[src/rtl/fifo_pkg.sv]
// Shared helpers for the single-clock stream FIFO:
// counter/pointer widths and the wrap-around pointer increment.
package fifo_pkg;

  function automatic int count_width(input int depth);
    return $clog2(depth + 1);
  endfunction

  function automatic int ptr_width(input int depth);
    return (depth > 1) ? $clog2(depth) : 1;
  endfunction

  // Depth need not be a power of two, so wrap explicitly.
  function automatic int unsigned next_ptr(
    input int unsigned ptr,
    input int unsigned depth
  );
    return (ptr >= depth - 1) ? 0 : ptr + 1;
  endfunction

endpackage

[src/rtl/fifo_sc_ctrl.sv]
// FIFO control: pointers, occupancy, registered status flags, sticky errors.
// Ports: clk/rst, flush, wr_en/rd_en in; ptrs, accepts, flags, count out.
module fifo_sc_ctrl
  import fifo_pkg::*;
#(
  parameter int P_DEPTH    = 8,
  parameter int P_AF_LEVEL = P_DEPTH - 1,
  parameter int P_AE_LEVEL = 1,
  localparam int CW = count_width(P_DEPTH),
  localparam int PW = ptr_width(P_DEPTH)
) (
  input  logic          clk,
  input  logic          rst,
  input  logic          flush,
  input  logic          wr_en,
  input  logic          rd_en,
  output logic [PW-1:0] wr_ptr,
  output logic [PW-1:0] rd_ptr,
  output logic          wr_acc,
  output logic          rd_acc,
  output logic          full,
  output logic          empty,
  output logic          almost_full,
  output logic          almost_empty,
  output logic [CW-1:0] count,
  output logic          overflow,
  output logic          underflow
);

  logic [CW-1:0] count_nxt;
  logic [PW-1:0] wr_ptr_nxt;
  logic [PW-1:0] rd_ptr_nxt;

  // Flush drops both requests outright.
  assign wr_acc = wr_en & ~full & ~flush;
  assign rd_acc = rd_en & ~empty & ~flush;

  assign wr_ptr_nxt = PW'(next_ptr(32'(wr_ptr), P_DEPTH));
  assign rd_ptr_nxt = PW'(next_ptr(32'(rd_ptr), P_DEPTH));

  always_comb begin
    count_nxt = count;
    if (flush)
      count_nxt = '0;
    else
      count_nxt = count + CW'(wr_acc) - CW'(rd_acc);
  end

  // Flags come from the next count so they stay in step with it.
  always_ff @(posedge clk or posedge rst) begin
    if (rst) begin
      wr_ptr       <= '0;
      rd_ptr       <= '0;
      count        <= '0;
      full         <= 1'b0;
      empty        <= 1'b1;
      almost_full  <= 1'b0;
      almost_empty <= 1'b1;
      overflow     <= 1'b0;
      underflow    <= 1'b0;
    end else begin
      count        <= count_nxt;
      full         <= (count_nxt == CW'(P_DEPTH));
      empty        <= (count_nxt == '0);
      almost_full  <= (count_nxt >= CW'(P_AF_LEVEL));
      almost_empty <= (count_nxt <= CW'(P_AE_LEVEL));
      if (flush) begin
        wr_ptr    <= '0;
        rd_ptr    <= '0;
        overflow  <= 1'b0;
        underflow <= 1'b0;
      end else begin
        if (wr_acc)
          wr_ptr <= wr_ptr_nxt;
        if (rd_acc)
          rd_ptr <= rd_ptr_nxt;
        overflow  <= overflow | (wr_en & full);
        underflow <= underflow | (rd_en & empty);
      end
    end
  end

endmodule

[src/rtl/fifo_sc_stream.sv]
// Single-clock register FIFO, standard or first-word-fall-through read.
// Ports: i_clk/i_rst, i_flush, write (i_wr_en, i_data_in),
// read (i_rd_en, o_data_out), status flags, o_count, sticky errors.
module fifo_sc_stream
  import fifo_pkg::*;
#(
  parameter bit P_FALL_THROUGH = 1'b0,
  parameter int P_DATA_WIDTH   = 32,
  parameter int P_DEPTH        = 8,
  parameter int P_AF_LEVEL     = P_DEPTH - 1,
  parameter int P_AE_LEVEL     = 1,
  localparam int CW = count_width(P_DEPTH)
) (
  input  logic                    i_clk,
  input  logic                    i_rst,
  input  logic                    i_flush,
  input  logic                    i_wr_en,
  input  logic [P_DATA_WIDTH-1:0] i_data_in,
  input  logic                    i_rd_en,
  output logic [P_DATA_WIDTH-1:0] o_data_out,
  output logic                    o_full,
  output logic                    o_empty,
  output logic                    o_almost_full,
  output logic                    o_almost_empty,
  output logic [CW-1:0]           o_count,
  output logic                    o_overflow,
  output logic                    o_underflow
);

  localparam int PW = ptr_width(P_DEPTH);

  logic [PW-1:0]           wr_ptr;
  logic [PW-1:0]           rd_ptr;
  logic                    wr_acc;
  logic                    rd_acc;
  logic [P_DATA_WIDTH-1:0] mem [P_DEPTH];

  fifo_sc_ctrl #(
    .P_DEPTH    (P_DEPTH),
    .P_AF_LEVEL (P_AF_LEVEL),
    .P_AE_LEVEL (P_AE_LEVEL)
  ) u_ctrl (
    .clk          (i_clk),
    .rst          (i_rst),
    .flush        (i_flush),
    .wr_en        (i_wr_en),
    .rd_en        (i_rd_en),
    .wr_ptr       (wr_ptr),
    .rd_ptr       (rd_ptr),
    .wr_acc       (wr_acc),
    .rd_acc       (rd_acc),
    .full         (o_full),
    .empty        (o_empty),
    .almost_full  (o_almost_full),
    .almost_empty (o_almost_empty),
    .count        (o_count),
    .overflow     (o_overflow),
    .underflow    (o_underflow)
  );

  // Storage is not reset; contents survive flush.
  always_ff @(posedge i_clk) begin
    if (wr_acc)
      mem[wr_ptr] <= i_data_in;
  end

  if (P_FALL_THROUGH) begin : g_fwft
    // Head word is shown directly; forced to zero while empty so the
    // output is defined out of reset.
    assign o_data_out = o_empty ? '0 : mem[rd_ptr];
  end else begin : g_std
    logic [P_DATA_WIDTH-1:0] dout_q;

    always_ff @(posedge i_clk or posedge i_rst) begin
      if (i_rst)
        dout_q <= '0;
      else if (rd_acc)
        dout_q <= mem[rd_ptr];
    end

    assign o_data_out = dout_q;
  end

endmodule

[config.mk]
export PLATFORM = sky130hd
export DESIGN_NAME = fifo_sc_stream
export DESIGN_NICKNAME = d
export VERILOG_FILES = /design/src/rtl/fifo_pkg.sv /design/src/rtl/fifo_sc_ctrl.sv /design/src/rtl/fifo_sc_stream.sv
export SDC_FILE = /design/constraint.sdc
export NUM_CORES = 1
export LEC_CHECK = 0
export CAP_MARGIN = 20
export CORE_MARGIN = 2
export CORE_UTILIZATION = 50
export DETAILED_ROUTE_END_ITERATION = 7
export DONT_BUFFER_PORTS = 1
export PLACE_DENSITY = 0.69
export SETUP_SLACK_MARGIN = 0.15
export SLEW_MARGIN = 20
export SYNTH_ARGS = -nofsm -noshare
export SYNTH_HDL_FRONTEND = slang
export SYNTH_HIERARCHICAL = 1
export SYNTH_SLANG_ARGS = --single-unit
export TNS_END_PERCENT = 10
[constraint.sdc]
create_clock -name i_clk -period 6.95 [get_ports i_clk]
set_input_delay 0.695 -clock i_clk [delete_from_list [all_inputs] [get_ports i_clk]]
set_output_delay 0.695 -clock i_clk [all_outputs]
set_load 0.005 [all_outputs]
==> reports/summary.md, run 1 <==
The number of antenna diodes in the final layout is 0. Walking the worst path, the cells encountered are nand2b_1 -> nor2_4 -> buf_4 -> ha_1 -> inv_1 -> ha_1 -> fa_1 -> or3_1 -> a211oi_2. By instance count, the cell type seen most on the critical path is sky130_fd_sc_hd__ha_1. In this run the deepest clock path goes through 3 buffers. The detailed-route DRC error count was 0. The worst-case IR drop observed on VDD is 0.000237 V.

For the pin with the worst max-slew slack, the measured transition is 1080 ps. Relative to the synthesized area, the layout overhead comes to 11.0%. The logs give 7390 ps for the required time reported for the critical path endpoint and 73.5% for the register area share after synthesis. The tools report the achievable clock frequency as 315 MHz. STA classifies the critical path endpoint as a register. At the later pin of the worst-skew pair, clock insertion delay measures 540 ps. Routability-driven placement finished with a final weighted congestion of 0.735. The DRC violation total after the first TritonRoute iteration was 409. Leaving out fill and tap cells, the most frequent cell in the layout is sky130_fd_sc_hd__edfxtp_1. Summing every instance area after synthesis gives 12100 µm².

The run gives 6386 as the number of global-route vias before repair. Clock-pin slew was measured on the worst setup and hold paths at 60 ps. The Yosys step of the flow raised 6 warnings.

The logs give 56.8% for the utilization after layout and 15.4 ps for the clock skew after layout. Before antenna repair, the detailed router went through 5 iterations. Counting flops with a built-in enable in the synthesized netlist gives 256.

Data arrives at the worst endpoint at 3620 ps. Setup violations remaining at the end of the flow were counted as 0. The die is 159 µm wide. The tools report the total leakage power as 4.58 nW.

The flow ran to the end, and the final reports show no timing, DRC or antenna violations. Once the clock tree was built, the setup fixing pass inserted 0 buffers. The commonest register cell after synthesis was sky130_fd_sc_hd__edfxtp_1.

The classification of the worst-slack hold path was input port to asynchronous set/reset pin. The tool flagged a number of max-cap violations equal to 0. The average cell area after synthesis works out to 16.9 µm². Entering global routing, the biggest net connects 76 pins. For the detailed-placement wirelength estimate, the log shows 13200 µm.

The tools report the count of cells resized by post-cts repair as 0. Global routing consumed, over all layers together, 18.5% of the routing resources. The number of antenna violations at the first check in global routing is 0.

The relative max-transition margin is 28.0%, and the number of nets with antenna violations after detailed routing is 0. Counting cells, the worst reg-to-reg path comes to 9. Pin placement for this block handled 79 I/O pins. The tools report the initial core utilization as 51.2%. The top cell types in the final layout, fill and taps aside, are sky130_fd_sc_hd__edfxtp_1 (256), sky130_fd_sc_hd__mux2i_1 (98), sky130_fd_sc_hd__nor2b_1 (68). The floorplan step defined a die boundary enclosing 25400 µm². The number of standard-cell rows in the floorplan was 56; the number of max-slew violations in the final report was 0. Setup repair after global routing left no endpoint under its margin. In the finished design, the share of the clock period the worst path needs comes to 45.7%. The proportion of layout cells with a drive suffix above 1 works out to 10.7%. For this design, the sink count on the clock tree is 304.

In this run the worst path has a maximum fanout of 65. The run gives 1 as the total number of H-tree levels. The total area inside the core boundary comes to 23600 µm². After detailed routing, the total wire length is 23600 µm.

The number of nets handed over by synthesis was 761. The total congestion overflow after global routing is 0, and the hold violation count in the final report is 0. The clock period minus final worst setup slack was 3180 ps; the number of vias after detailed routing was 6112. The number of buffers inserted during clock tree synthesis came out at 29. STA classifies the critical path startpoint as a register. Among all stages on the critical path, the largest delay is contributed by sky130_fd_sc_hd__buf_4.

CTS placed an instance of sky130_fd_sc_hd__clkbuf_16 at the clock tree root. The worst setup path is of the register to register kind. The count of state elements after synthesis is 304, and the hold buffer count at cts is 0. Dividing total power by cell area gives a power density of 338 nW/µm². The final sum of negative setup slack was 0 ps. In the final routed layout, each cell accounts on average for 22.4 µm. The overall die height came out at 159 µm. The routed via count divided by cell count is 5.79. TritonCTS built the clock tree. The share of synthesized registers carrying an async set or reset is 15.8%, and the quantity of I/O buffers inserted on ports is 0. For the net count of the finished layout, the log shows 759. The sum of internal, switching and leakage power is 0.00454 W, and the number of distinct library cell variants in the gate-level netlist after synthesis is 33. The worst stage delay on the critical path is 580 ps.

The first-pass GRT wire length is 36800 µm. Synthesis produced 715 cells.
[synthesized netlist by cell type (2+ instances only)]
cell type | n | share of area, %
sky130_fd_sc_hd__a22oi_1 | 32 | 2.0
sky130_fd_sc_hd__a31o_2 | 2 | 0.14
sky130_fd_sc_hd__buf_2 | 12 | 0.50
sky130_fd_sc_hd__a21oi_1 | 8 | 0.33
sky130_fd_sc_hd__nand3_1 | 37 | 1.5
sky130_fd_sc_hd__buf_8 | 2 | 0.25
sky130_fd_sc_hd__mux2i_1 | 98 | 8.1
sky130_fd_sc_hd__nor2b_1 | 69 | 3.6
sky130_fd_sc_hd__a41o_1 | 32 | 2.6
sky130_fd_sc_hd__or3_1 | 2 | 0.10
sky130_fd_sc_hd__nor2_1 | 14 | 0.43
sky130_fd_sc_hd__edfxtp_1 | 256 | 64
sky130_fd_sc_hd__buf_4 | 4 | 0.25
sky130_fd_sc_hd__inv_1 | 7 | 0.22
sky130_fd_sc_hd__ha_1 | 8 | 0.83
sky130_fd_sc_hd__dfrtp_1 | 46 | 9.5
sky130_fd_sc_hd__buf_6 | 15 | 1.4
sky130_fd_sc_hd__nor3_1 | 3 | 0.12
sky130_fd_sc_hd__nand2_1 | 7 | 0.22
sky130_fd_sc_hd__a211o_1 | 32 | 2.3
sky130_fd_sc_hd__nand2b_1 | 5 | 0.26
sky130_fd_sc_hd__dfstp_2 | 2 | 0.43
sky130_fd_sc_hd__clkbuf_1 | 12 | 0.37
[sequential cells by signal (all words and copies together), names as in the netlist]
register,cells
u_ctrl/wr_ptr,3
u_ctrl/count,4
u_ctrl/almost_full,1
u_ctrl/almost_empty,1
u_ctrl/empty,1
u_ctrl/full,1
u_ctrl/rd_ptr,3
u_ctrl/underflow,1
o_data_out,32
mem,256
u_ctrl/overflow,1
[critical path, delay by kind of cell, from the launching register on]
family | cells | cell delay [ps]
adder cells (fa/ha/maj) | 3 | 1020
buffers and inverters | 2 | 660
flip-flops | 1 | 390
AO/OA/AOI/OAI | 1 | 230
AND/OR/NAND/NOR | 3 | 790
[final timing paths]
| check | from | endpoint | slack (ps) |
|---|---|---|---|
| setup reg to reg | u_ctrl/empty | u_ctrl/full | 3770 |
| hold / removal | i_rst | u_ctrl/wr_ptr[2] | 110 |
| hold reg to reg | u_ctrl/overflow | u_ctrl/overflow | 530 |
| min in group i_clk | i_flush | u_ctrl/rd_ptr[0] | 220 |
| max in group asynchronous | i_rst | o_data_out[4] | 6150 |
| setup / recovery | u_ctrl/empty | u_ctrl/full | 3770 |
[layer usage]
layer	GRT usage, %	vias up	wire length [µm]
li1	-	2784	-
met1	24.0	3166	10000
met2	31.5	133	11700
met3	4.66	29	1530
met4	4.42	0	350
met5	0	-	0
[power breakdown]
part | total, W | switching, W | leakage [nW] | internal [W]
clock network | 0.00163 | 0.000635 | 0.495 | 0.000995
logic | 0.000624 | 0.000341 | 1.17 | 0.000283
registers | 0.00228 | 0.000132 | 2.91 | 0.00215
total | 0.00454 | 0.00111 | 4.58 | 0.00343
[final cells by class]
class | count | area [µm²]
timing repair buffer | 12 | 175
clock inverter | 15 | 204
inverter | 7 | 26.3
sequential | 304 | 8900
multi-input combinational | 359 | 2910
tap | 319 | 399
clock buffer | 39 | 803
fill | 1762 | 10200
[cells by family after synthesis]
kind of cell	Yosys count	share of synthesized area, %
compound gates	109	7.65
xor+xnor	2	0.145
fa+ha+maj	9	0.994
buf+inv	52	2.98
flops	304	73.5
mux	98	8.11
simple gates	141	6.57
[metrics by stage]
stage / hold slack (ps) / setup slack [ps] / instance area, µm² / std cells
final: 114 / 3770 / 13400 / 1055
after global placement: 512 / 3710 / 12300 / 996
after detailed placement: 520 / 3590 / 12400 / 999
after global routing: 153 / 3600 / 13400 / 1055
after floorplan: 486 / 2940 / 12100 / 715
after CTS: 115 / 3760 / 13400 / 1053
No activity file was read; power rests on OpenSTA's default activity.
==> run 2: changes to the inputs <==
PLACE_DENSITY = 0.72   (was 0.69)
clock period = 2.78 ns   (was 6.95 ns; I/O delays follow)
==> reports/summary.md, run 2 (synthesized netlist as in run 1, its figures left out) <==
Dividing the detail-routed via count by the number of cells gives 5.82. The area added between synthesis and finish was 14.3%; the max-cap check violation count was 0. Registers are responsible for 50.8% of the overall power. The tools report the detailed-placement wirelength estimate as 13700 µm. The initial utilization of the core area, before any placement, comes to 51.2%.

Per report_power, the combinational group accounts for 15.3% of the total. Of all nets on the critical path, the largest fanout is 5. Headroom to the max-slew limit came out at 47.2%. TritonCTS built the clock tree. The post-CTS clock slew at the launch and capture registers of the worst setup and hold paths works out to 60 ps. At the later pin of the worst-skew pair, clock insertion delay measures 550 ps. The first routing iteration left 384 violations. The worst setup path category was register to register. Derived from the worst setup path, the maximum achievable clock frequency is 394 MHz.

The worst path meets setup with 241 ps of slack. The largest register by flop count was mem. Between clock sinks in the finished design, the worst skew comes to 19.3 ps. The tools report the kind of start point of the critical path as a register. The first global-routing pass estimated 38400 µm of wire. Summed over all layers, the routed wires come to 24300 µm. Classification of the worst-slack hold path: input port to register.

Cells with a size suffix above 1 make up 10.5% of the layout. In this design, the stage delay of the slowest critical-path cell is 560 ps. At the worst endpoint, the arrival time is 3010 ps. Net switching is 25.5% of the power.

The hold violation count in the final report came out at 0. Once layout is complete, the utilization of the core stands at 58.5%. The pre-antenna-repair detailed-routing pass consisted of 5 iterations. Clock tree synthesis inserted a total of 30 buffers. The final critical-path share of the clock period is 91.3%, and the boundary pin count is 79. The transition at the pin with the smallest max-transition slack is 787 ps, and the required time reported for the critical path endpoint is 3250 ps. Port buffering added 0 buffers. After global routing the overflow that remains totals 0. The cell that appears most often on the critical path is sky130_fd_sc_hd__ha_1. The die is 159 µm tall. No sink is reached through more buffers than the 3 on the longest clock path. Number of clock sinks seen by CTS: 304.

The die covers 25400 µm². Setup slack after placement: 206 ps. The register with the most flip-flops in the layout has 256 of them. The number of antenna violations at the first check in global routing was 1; the total net switching power was 0.00287 W. Walking the worst path, the cells encountered are nand2b_2 -> nor2_4 -> ha_1 -> inv_1 -> ha_1 -> fa_1 -> or3_1 -> a211oi_2. Largest delay contributor family on the critical path: adder cells. The detail route stage leaves a number of antenna-violating nets equal to 0. The logs give 0.000444 V for the worst supply voltage drop on vdd and 65 for the largest net degree at the start of global routing. For the number of global-route vias before repair, the log shows 6851.

Final weighted congestion in routability-driven placement: 0.728. After detailed routing, the average wire length per cell comes to 22.0 µm. In the layout the commonest cells are sky130_fd_sc_hd__edfxtp_1 (256), sky130_fd_sc_hd__mux2i_1 (98), sky130_fd_sc_hd__nor2b_1 (68).

The die is 159 µm wide. The largest individual stage delay along the critical path comes from the cell sky130_fd_sc_hd__dfstp_2. The cell sitting at the root of the clock tree is a sky130_fd_sc_hd__clkbuf_16. The clock period minus final worst setup slack was 2540 ps; the number of vias after detailed routing was 6410. The overall global routing resource usage is 19.2%.

Setup repair after global routing left no endpoint under its margin. The number of buffer and inverter instances along the worst setup path works out to 1. For this run, the post-layout net count is 805.

Most frequent standard cell in the layout excluding fill and tap cells: sky130_fd_sc_hd__edfxtp_1. The logs give 0 for the number of max-slew violations in the final report and 0 for the total setup violations reported at the end of the flow. For this design the ratio of total power to cell area is 814 nW/µm².

After floorplanning, the core was divided into 56 placement rows. The clock network accounts for 34.0% of the total power. In this run the static leakage power is 4.74 nW.

Detailed-route DRC error count: 0. The flow ran to the end, and the final reports show no timing, DRC or antenna violations. The total number of H-tree levels was 1; the area of the placeable core was 23600 µm². The tools report the sort of element at the end of the critical path as a register.

Cell-internal power: 0.00838 W.
==> run 2: cell types whose count changed in the layout (fill, tap and decap cells not counted), moves of 2 or more <==
cell                            change
sky130_fd_sc_hd__bufinv_16          -3
sky130_fd_sc_hd__buf_12             +8
sky130_fd_sc_hd__clkbuf_16          +2
sky130_fd_sc_hd__clkbuf_8           -4
sky130_fd_sc_hd__clkinv_1           +8
sky130_fd_sc_hd__buf_16             -3
sky130_fd_sc_hd__buf_4              +4
sky130_fd_sc_hd__dlygate4sd3_1     +36
==> run 2: cell type report <==
| class | count | area [µm²] |
|---|---|---|
| antenna | 1 | 2.50 |
| clock buffer | 36 | 795 |
| clock inverter | 19 | 140 |
| fill | 1779 | 9790 |
| inverter | 7 | 26.3 |
| multi-input combinational | 359 | 2920 |
| sequential | 304 | 8900 |
| tap | 319 | 399 |
| timing repair buffer | 57 | 643 |
==> run 2: what timing repair did <==
| action | in CTS | in global routing |
|---|---|---|
| setup endpoints to repair | 0 | 2 |
| gates resized for setup | 0 | 1 |
| hold buffers | 36 | 0 |
| setup buffers | 0 | 0 |
| endpoints found under the hold margin | 300 | 0 |
==> run 2: worst min-delay path: cells and delay by family <==
kind | cells | cell delay (ps)
AOI/OAI and AO/OA | 1 | 70
and+or+nand+nor | 2 | 170
==> run 2: power by group through the flow <==
stage	Sequential [W]	Combinational, W	Clock [W]
6_report	0.00571	0.00172	0.00382
2_1_floorplan	0.00565	0.00135	0
4_1_cts	0.00573	0.00171	0.00390
3_3_place_gp	0.00581	0.00155	0
5_1_grt	0.00577	0.00189	0.00409
3_5_place_dp	0.00582	0.00161	0
==> run 2: routing by layer <==
layer	routed length, µm	GRT usage [%]
met5	0	0
met4	453	5.29
met3	1350	3.80
met2	12400	33.4
met1	10100	24.7
==> run 2: per-stage QoR <==
| stage | instances | setup TNS [ps] | cell area, µm² | hold WS, ps | power [W] |
|---|---|---|---|---|---|
| after floorplan | 715 | -26000 | 12100 | 190 | 0.00700 |
| after CTS | 1101 | 0 | 13800 | 3.55 | 0.0113 |
| final | 1102 | 0 | 13800 | 1.06 | 0.0113 |
| after global placement | 1010 | 0 | 12500 | 233 | 0.00737 |
| after global routing | 1102 | 0 | 13800 | 6.67 | 0.0118 |
| after detailed placement | 1010 | 0 | 12500 | 225 | 0.00743 |
==> run 2: final timing paths <==
| kind | startpoint | endpoint | slack (ps) | cells after the start |
|---|---|---|---|---|
| worst max-delay path | u_ctrl/empty | u_ctrl/full | 240 | 8 |
| worst min-delay path | i_rd_en | u_ctrl/rd_ptr[0] | 1 | 3 |
| worst max register to register | u_ctrl/empty | u_ctrl/full | 240 | 8 |
| worst min register to register | u_ctrl/overflow | u_ctrl/overflow | 540 | 2 |
| max in group asynchronous | i_rst | o_data_out[30] | 1750 | 3 |
| min in group asynchronous | i_rst | o_data_out[15] | 280 | 2 |
